File: src/rtl/serial_subtractor_pkg.sv
// Shared arithmetic package for the bit-serial datapaths.
// Holds the FSM state encoding and the default operand width.
package serial_arith_pkg;

  localparam int SERSUB_DEF_WIDTH = 8;

  typedef enum logic [1:0] {
    IDLE = 2'd0,
    RUN  = 2'd1,
    DONE = 2'd2
  } sub_state_e;

endpackage

File: src/rtl/serial_subtractor_if.sv
// Host-side bundle for serial_subtractor: start/busy/done, operands, result and serial tap.
// Carries ovf only when SERSUB_OVF_EN is defined.
interface serial_subtractor_if #(parameter int WIDTH = 8);
  logic             start;
  logic [WIDTH-1:0] a;
  logic [WIDTH-1:0] b;
  logic             busy;
  logic             done;
  logic [WIDTH-1:0] diff;
  logic             bout;
  logic             diff_bit;
  logic             diff_bit_vld;
`ifdef SERSUB_OVF_EN
  logic             ovf;

  modport master (output start, a, b,
                  input  busy, done, diff, bout, diff_bit, diff_bit_vld, ovf);
  modport slave  (input  start, a, b,
                  output busy, done, diff, bout, diff_bit, diff_bit_vld, ovf);
`else
  modport master (output start, a, b,
                  input  busy, done, diff, bout, diff_bit, diff_bit_vld);
  modport slave  (input  start, a, b,
                  output busy, done, diff, bout, diff_bit, diff_bit_vld);
`endif
endinterface

File: src/rtl/serial_subtractor_fs.sv
// Single-bit full subtractor cell: d = x - y - bin, with borrow out.
// Combinational twin of the full-adder cell used elsewhere in the datapath.
module full_subtractor (
  input  logic x_i,
  input  logic y_i,
  input  logic bin_i,
  output logic d_o,
  output logic bout_o
);

  assign d_o    = x_i ^ y_i ^ bin_i;
  assign bout_o = (~x_i & y_i) | (~(x_i ^ y_i) & bin_i);

endmodule

File: src/rtl/serial_subtractor.sv
// Bit-serial WIDTH-bit subtractor, LSB first, one full_subtractor plus a borrow flop.
// Optional signed-overflow output enabled by defining SERSUB_OVF_EN.
module serial_subtractor
  import serial_arith_pkg::*;
#(
  parameter int WIDTH = SERSUB_DEF_WIDTH
) (
  input  logic                 clk,
  input  logic                 rst_n,
  serial_subtractor_if.slave   bus
);

  localparam int CNT_W = (WIDTH > 1) ? $clog2(WIDTH) : 1;

  sub_state_e       state_q, state_d;
  logic [WIDTH-1:0] sa_q, sa_d, sb_q, sb_d, diff_q, diff_d;
  logic [WIDTH-2:0] acc_q, acc_d;
  logic [WIDTH-1:0] acc_shift;
  logic [CNT_W-1:0] cnt_q, cnt_d;
  logic             br_q, br_d, bout_q, bout_d, done_q, done_d;
  logic             dbit_q, dbit_d, dvld_q, dvld_d;
  logic             fs_d, fs_bo, last;
`ifdef SERSUB_OVF_EN
  logic             amsb_q, amsb_d, bmsb_q, bmsb_d, ovf_q, ovf_d;
`endif

  full_subtractor u_fs (
    .x_i    (sa_q[0]),
    .y_i    (sb_q[0]),
    .bin_i  (br_q),
    .d_o    (fs_d),
    .bout_o (fs_bo)
  );

  assign last      = (cnt_q == CNT_W'(WIDTH-1));
  // Current bit enters at the MSB; the full vector is the final result on the last edge.
  assign acc_shift = {fs_d, acc_q};

  always_comb begin
    state_d = state_q;
    sa_d    = sa_q;
    sb_d    = sb_q;
    acc_d   = acc_q;
    cnt_d   = cnt_q;
    br_d    = br_q;
    diff_d  = diff_q;
    bout_d  = bout_q;
    dbit_d  = dbit_q;
    done_d  = 1'b0;
    dvld_d  = 1'b0;
`ifdef SERSUB_OVF_EN
    amsb_d  = amsb_q;
    bmsb_d  = bmsb_q;
    ovf_d   = ovf_q;
`endif
    case (state_q)
      IDLE: begin
        if (bus.start) begin
          sa_d    = bus.a;
          sb_d    = bus.b;
          br_d    = 1'b0;
          cnt_d   = '0;
          state_d = RUN;
`ifdef SERSUB_OVF_EN
          amsb_d  = bus.a[WIDTH-1];
          bmsb_d  = bus.b[WIDTH-1];
`endif
        end
      end
      RUN: begin
        dbit_d = fs_d;
        dvld_d = 1'b1;
        br_d   = fs_bo;
        sa_d   = sa_q >> 1;
        sb_d   = sb_q >> 1;
        acc_d  = acc_shift[WIDTH-1:1];
        cnt_d  = cnt_q + CNT_W'(1);
        if (last) begin
          diff_d  = acc_shift;
          bout_d  = fs_bo;
          done_d  = 1'b1;
          state_d = DONE;
`ifdef SERSUB_OVF_EN
          ovf_d   = (amsb_q != bmsb_q) && (fs_d != amsb_q);
`endif
        end
      end
      DONE:    state_d = IDLE;
      default: state_d = IDLE;
    endcase
  end

  always_ff @(posedge clk) begin
    if (!rst_n) begin
      state_q <= IDLE;
      sa_q    <= '0;
      sb_q    <= '0;
      acc_q   <= '0;
      cnt_q   <= '0;
      br_q    <= 1'b0;
      diff_q  <= '0;
      bout_q  <= 1'b0;
      dbit_q  <= 1'b0;
      done_q  <= 1'b0;
      dvld_q  <= 1'b0;
`ifdef SERSUB_OVF_EN
      amsb_q  <= 1'b0;
      bmsb_q  <= 1'b0;
      ovf_q   <= 1'b0;
`endif
    end else begin
      state_q <= state_d;
      sa_q    <= sa_d;
      sb_q    <= sb_d;
      acc_q   <= acc_d;
      cnt_q   <= cnt_d;
      br_q    <= br_d;
      diff_q  <= diff_d;
      bout_q  <= bout_d;
      dbit_q  <= dbit_d;
      done_q  <= done_d;
      dvld_q  <= dvld_d;
`ifdef SERSUB_OVF_EN
      amsb_q  <= amsb_d;
      bmsb_q  <= bmsb_d;
      ovf_q   <= ovf_d;
`endif
    end
  end

  assign bus.busy         = (state_q != IDLE);
  assign bus.done         = done_q;
  assign bus.diff         = diff_q;
  assign bus.bout         = bout_q;
  assign bus.diff_bit     = dbit_q;
  assign bus.diff_bit_vld = dvld_q;
`ifdef SERSUB_OVF_EN
  assign bus.ovf          = ovf_q;
`endif

endmodule

File: src/flat_wrapper.sv
// flat-port wrapper written by rule: the top's interface ports become plain ports
module serial_subtractor_flat import serial_arith_pkg::*;
#(
  parameter int WIDTH = SERSUB_DEF_WIDTH
)
  (clk, rst_n, bus_start, bus_a, bus_b, bus_busy, bus_done, bus_diff, bus_bout, bus_diff_bit, bus_diff_bit_vld);
  serial_subtractor_if #(.WIDTH(WIDTH)) bus_i ();
  input  logic clk;
  input  logic rst_n;
  input wire logic [$bits(bus_i.start)-1:0] bus_start;
  input wire logic [$bits(bus_i.a)-1:0] bus_a;
  input wire logic [$bits(bus_i.b)-1:0] bus_b;
  output wire logic [$bits(bus_i.busy)-1:0] bus_busy;
  output wire logic [$bits(bus_i.done)-1:0] bus_done;
  output wire logic [$bits(bus_i.diff)-1:0] bus_diff;
  output wire logic [$bits(bus_i.bout)-1:0] bus_bout;
  output wire logic [$bits(bus_i.diff_bit)-1:0] bus_diff_bit;
  output wire logic [$bits(bus_i.diff_bit_vld)-1:0] bus_diff_bit_vld;
  assign bus_i.start = bus_start;
  assign bus_i.a = bus_a;
  assign bus_i.b = bus_b;
  assign bus_busy = bus_i.busy;
  assign bus_done = bus_i.done;
  assign bus_diff = bus_i.diff;
  assign bus_bout = bus_i.bout;
  assign bus_diff_bit = bus_i.diff_bit;
  assign bus_diff_bit_vld = bus_i.diff_bit_vld;
  serial_subtractor #(.WIDTH(WIDTH)) u_core (.clk(clk), .rst_n(rst_n), .bus(bus_i));
endmodule
File: config.mk
export PLATFORM = sky130hd
export DESIGN_NAME = serial_subtractor_flat
export DESIGN_NICKNAME = d
export VERILOG_FILES = /design/src/rtl/serial_subtractor_pkg.sv /design/src/rtl/serial_subtractor_if.sv /design/src/rtl/serial_subtractor_fs.sv /design/src/rtl/serial_subtractor.sv /design/src/flat_wrapper.sv
export SDC_FILE = /design/constraint.sdc
export NUM_CORES = 1
export LEC_CHECK = 0
export CORE_UTILIZATION = 49
export CTS_CLUSTER_DIAMETER = 200
export DETAILED_ROUTE_END_ITERATION = 6
export GPL_TIMING_DRIVEN = 1
export HOLD_SLACK_MARGIN = 0.08
export PLACE_DENSITY_LB_ADDON = 0.12
export SLEW_MARGIN = 20
export SYNTH_ARGS = -nofsm -noshare
export SYNTH_HDL_FRONTEND = slang
export SYNTH_SLANG_ARGS = --single-unit
File: constraint.sdc
create_clock -name clk -period 1.6 [get_ports clk]
set_input_delay 0.32 -clock clk [delete_from_list [all_inputs] [get_ports clk]]
set_output_delay 0.32 -clock clk [all_outputs]
set_load 0.005 [all_outputs]
# After elaboration in Yosys (flattened, before gate mapping)
# Index checks and enable logic that the tools add are counted.
[totals]
register_bits = 41
latch_bits = 0
ram_bits = 0
mem_bits_ro = 0
in_bits = 19
output_inout_bits = 13
elab_cells = 43
mem_count = 0
[classes]
n_addsub = 1
mul = 0
div = 0
n_lt_le_gt_ge = 0
n_eq_ne = 4
shift = 0
muxes = 13
bitwise = 7
n_reduce_logical = 7
[op_table]
columns = ["op", "n"]
rows = [
  ["8-bit case mux with 2 select lines", 2],
  ["8-bit two-way mux", 2],
  ["2-bit AND reduction", 4],
  ["3-bit case mux with 2 select lines", 1],
  ["2-bit two-way mux", 2],
  ["2-bit case mux with 2 select lines", 1],
  ["2-bit nonzero test", 2],
  ["3-bit by 1-bit adder with 3-bit output (second input constant)", 1],
  ["3-bit equality test (second input constant)", 1],
  ["1-bit two-way mux", 3],
  ["3-bit two-way mux", 1],
  ["1-bit AND", 2],
  ["2-bit by 1-bit equality test with 1-bit output (second input constant)", 1],
  ["2-bit zero test", 1],
  ["2-bit by 1-bit != test with 1-bit output (second input constant)", 1],
  ["2-bit != test (second input constant)", 1],
  ["1-bit NOT", 2],
  ["1-bit case mux with 2 select lines", 1],
  ["1-bit bitwise XOR", 2],
  ["1-bit bitwise OR", 1],
]

# Logic depth before layout (Yosys ltp)
[logic_depth]
word_depth = 5
mapped_depth = 6
depth_no_buf = 5

# Modules after synthesis
# From an unflattened synthesis, not the netlist that was laid out.
[hier_totals]
cells_unflattened = 175
hier_area_um2 = 1669.1
[modules_own_cells]
columns = ["module", "n_inst", "cells_per_inst", "area_each_um2", "seq_area_each_um2"]
rows = [
  ["serial_subtractor", 1, 171, 1637.8, 800.8],
  ["full_subtractor", 1, 4, 31.3, 0.0],
]

# Least setup slack after synthesis
# Ideal clock, no wire load.
[synth_timing]
path_kind = "reg2reg"
start = "register u_core.state_q[0]"
end = "register u_core.sa_q[4]"
setup_ns = 0.128
arrival_ns = 1.229
required_ns = 1.472
setup_slack_ns = 0.243
path_stages_with_launch = 7
path_buffers = 3
synth_period_minus_slack_ns = 1.357
cell_sequence = "dfxtp_1 buf_6 or3b_1 buf_2 buf_6 o221ai_1 a21oi_1"
[synth_between]
elab_chain_cells = 3
elab_cells_between_ends = 6
classes_between = "eq/ne (2); mux (1); reduce/logical (3)"
[synth_rtl]
columns = ["item", "line", "source"]
rows = [
  ["start: declaration", "serial_subtractor.sv:15", "sub_state_e state_q, state_d;"],
  ["start signal: assignment", "serial_subtractor.sv:112", "state_q <= state_d;"],
  ["2-bit by 1-bit equality test with 1-bit output or 2-bit zero test (tied branches)", "serial_subtractor.sv:56", "case (state_q)"],
  ["2-bit nonzero test (no line) or 2-bit != test (tied branches)", "--", ""],
  ["2-bit AND reduction (no line)", "--", ""],
  ["end signal: assignment", "serial_subtractor.sv:96", "sa_q <= '0;"],
  ["end signal: assignment", "serial_subtractor.sv:113", "sa_q <= sa_d;"],
  ["end: declaration", "serial_subtractor.sv:16", "logic [WIDTH-1:0] sa_q, sa_d, sb_q, sb_d, diff_q, diff_d;"],
]
# Parallel ways exist; a longest one is shown, timed or not.
# A chain may end at the register's enable or synchronous reset.

==> impl_metrics.ini <==
[placement]
pre_cts_slack_ns = -0.0982
gp_congestion = 0.748
hpwlAfterDp_mm = 2.24
io_buffers = 31

[global_route]
antenna_found_initial = 0
grt_first_pass_wirelength_mm = 5.47
track_usage = 0.215
grt_max_degree = 24
grt_pass1_vias = 1254
grt-ovfl-total = 0

[power_and_ir_drop]
p_per_area_nw_per_um2 = 917
power_frac_comb = 0.125
internal-power_mw = 1.41
power.leakage_nw = 0.737
power_frac_clock = 0.295
p_sw_frac = 0.232
p_seq_frac = 0.579
peakVddDrop_mv = 0.594
p_switching_mw = 0.426
fin_total_pwr_mw = 1.83

[synthesis]
yosysWarnings = 0
ys.flop_type = dfxtp_1
synthArstFlopShare = 0
synth_area_leaders = dfxtp_1 52%, a21oi_1 10%, o221ai_1 8.0%
synth_edf_count = 0
yosys.area.top_type_share = 0.522
synth_nets = 193
syn-cell-area_um2 = 1540
ys_ff_latch = 40
ys_types = 26
postSynthCellCount = 171
syn_area_per_cell_um2 = 8.98
ys_seq_area_frac = 0.522
yosysTopAreaCell = dfxtp_1

[min_path]
min_delay_path_depth = 2
min_path_type = flop to flop
worstHoldStart = u_core.sb_q[6]
hold_end = u_core.sb_q[6]

[setup_path]
critPathMaxFanout = 4
timing.rr.end = u_core.sb_q[1]
r2r_setup_slack_ns = 0.18
crit_arrival_ns = 1.18
r2r_start = u_core.state_q[0]
critPathBufInv = 1
crit_path_end_kind = primary output
critPathKind = flop to primary output
path_depth = 1
cpMaxStageDelayCell = clkdlybuf4s50_1
max_stage_delay_ns = 0.50
cp_top_family = buffers and inverters
startpoint_type = flop
cp_cell_sequence = clkdlybuf4s50_1
cp.required_ns = 1.28
reg2reg_depth = 5

[clock_network]
ctsRootBufferMaster = clkbuf_4
cts.sinks = 40
clk_pin_slew_ns = 0.10
clk_latency_ns = 0.32
h-tree-depth = 2
cts_max_path_buffers = 2
hold_buffers = 0
cts_tree = done
cts_made_buffers = 5

[die]
die_w_um = 58.0
die_area_um2 = 3360
core-area_um2 = 2850
rows = 19
io_pins = 32
start_util = 0.538
die_y_um = 58.0

[sta]
max_freq_ghz = 0.666
skew_ns = 0.00741
rsz0062_at_grt = no
slew-limit-headroom = 0.751
min_period_ns = 1.50
fin_crit_sh = 0.939
setup_slack_ns = 0.0980
setup_viol = 0
slew_violations = 0
worst_slew_pin_slew_ns = 0.372
hold_viol = 0

[route]
ant_nets = 0
routed_via_density = 5.51
drcViolationCount = 1
totalWireLength_mm = 3.24
first_pass_iters = 6
vias = 1317
wire_per_inst_um = 13.5
drtIter0Drc = 43

[run_status]
violations = DRC
status = finished with violations

[layout]
final_layout_size_suffix_gt1_frac = 0.111
area_growth_pct = 30.3
diodes = 0
fin_nets = 230

[job]
cap_violations = 0
==> cell type report <==
cell class	instances	area, µm²
Clock buffer	7	65.1
Fill cell	244	852
Inverter	16	60.1
Multi-Input combinational cell	103	609
Sequential cell	40	810
Tap cell	31	38.8
Timing Repair Buffer	42	418
==> stage by stage <==
step	std cells	cell area, µm²	setup TNS (ns)	util	hold WS (ns)
2_1_floorplan	171	1540	0	-	0.424
3_3_place_gp	230	1910	-0.724	0.670	0.432
3_5_place_dp	230	1910	-1.02	0.670	0.436
4_1_cts	239	2000	0	0.700	0.455
5_1_grt	239	2000	0	0.701	0.478
6_report	239	2000	0	0.701	0.455
==> power groups by stage <==
| stage | sequential (mW) | combinational (mW) | clock (mW) |
|---|---|---|---|
| after floorplan | 1.08 | 0.128 | 0 |
| after global routing | 1.07 | 0.254 | 0.611 |
| after CTS | 1.06 | 0.231 | 0.559 |
| final | 1.06 | 0.230 | 0.542 |
| after detailed placement | 1.09 | 0.225 | 0 |
| after global placement | 1.09 | 0.214 | 0 |
==> state kept, by name, summed over array words and instances, names as in the netlist <==
register,flops
u_core.acc_q,7
u_core.br_q,1
u_core.bus.bout,1
u_core.bus.diff,8
u_core.bus.diff_bit_vld,1
u_core.bus.done,1
u_core.cnt_q,3
u_core.sa_q,8
u_core.sb_q,8
u_core.state_q,2
==> metal layers <==
layer  track usage  wire length, µm  vias to the layer above
met5             0                0                        -
met3        0.0558              128                        2
met1         0.284             1500                      623
met4        0.0680               21                        0
met2         0.345             1580                       26
li1              -                -                      666
==> how the worst max path moves through the flow <==
stage                           start             end  slack, ns
finish                u_core.acc_q[6]    bus_diff_bit        0.1
global route          u_core.acc_q[6]    bus_diff_bit       0.04
CTS                 u_core.state_q[0]        bus_busy       0.04
detailed placement          bus_start  u_core.sb_q[3]       -0.1
global placement            bus_start  u_core.sb_q[0]      -0.08
floorplan           u_core.state_q[0]  u_core.sa_q[4]       0.24
==> cells in the mapped netlist (2+ instances only) <==
master and number:
dfxtp_1 40, a21oi_1 32, nand2_1 22, inv_1 15, o221ai_1 14, nand3_1 8, nor2_1 8, clkbuf_1 6
buf_2 4, a22oi_1 2, buf_6 2, ha_1 2, nand4bb_1 2, o21ai_0 2
==> repair_timing <==
action / CTS / global route
gates resized for setup: 5 / 2
pin swaps: 0 / 0
endpoints found under the setup margin: 1 / 2
setup buffers: 2 / 0
==> logic make-up after synthesis <==
logic type / synth area share
mux: 0.00652
flops: 0.522
buf+inv: 0.0815
fa+ha+maj: 0.0293
compound gates: 0.224
simple gates: 0.137
==> cells in the final DEF, fill, tap and decap left out, types with 2 or more instances in the layout <==
cell type / netlist / final
a21oi_1: 32 / 32
a22oi_1: 2 / 2
buf_12: 0 / 2
buf_4: 0 / 9
clkbuf_4: 0 / 5
clkbuf_8: 0 / 2
clkdlybuf4s50_1: 0 / 30
dfxtp_1: 40 / 37
dfxtp_4: 0 / 2
ha_1: 2 / 2
inv_1: 15 / 15
nand2_1: 22 / 22
nand3_1: 8 / 8
nand4bb_1: 2 / 2
nor2_1: 8 / 8
o21ai_0: 2 / 2
o221ai_1: 14 / 14
Note: power is estimated with default switching activity, not from simulation.
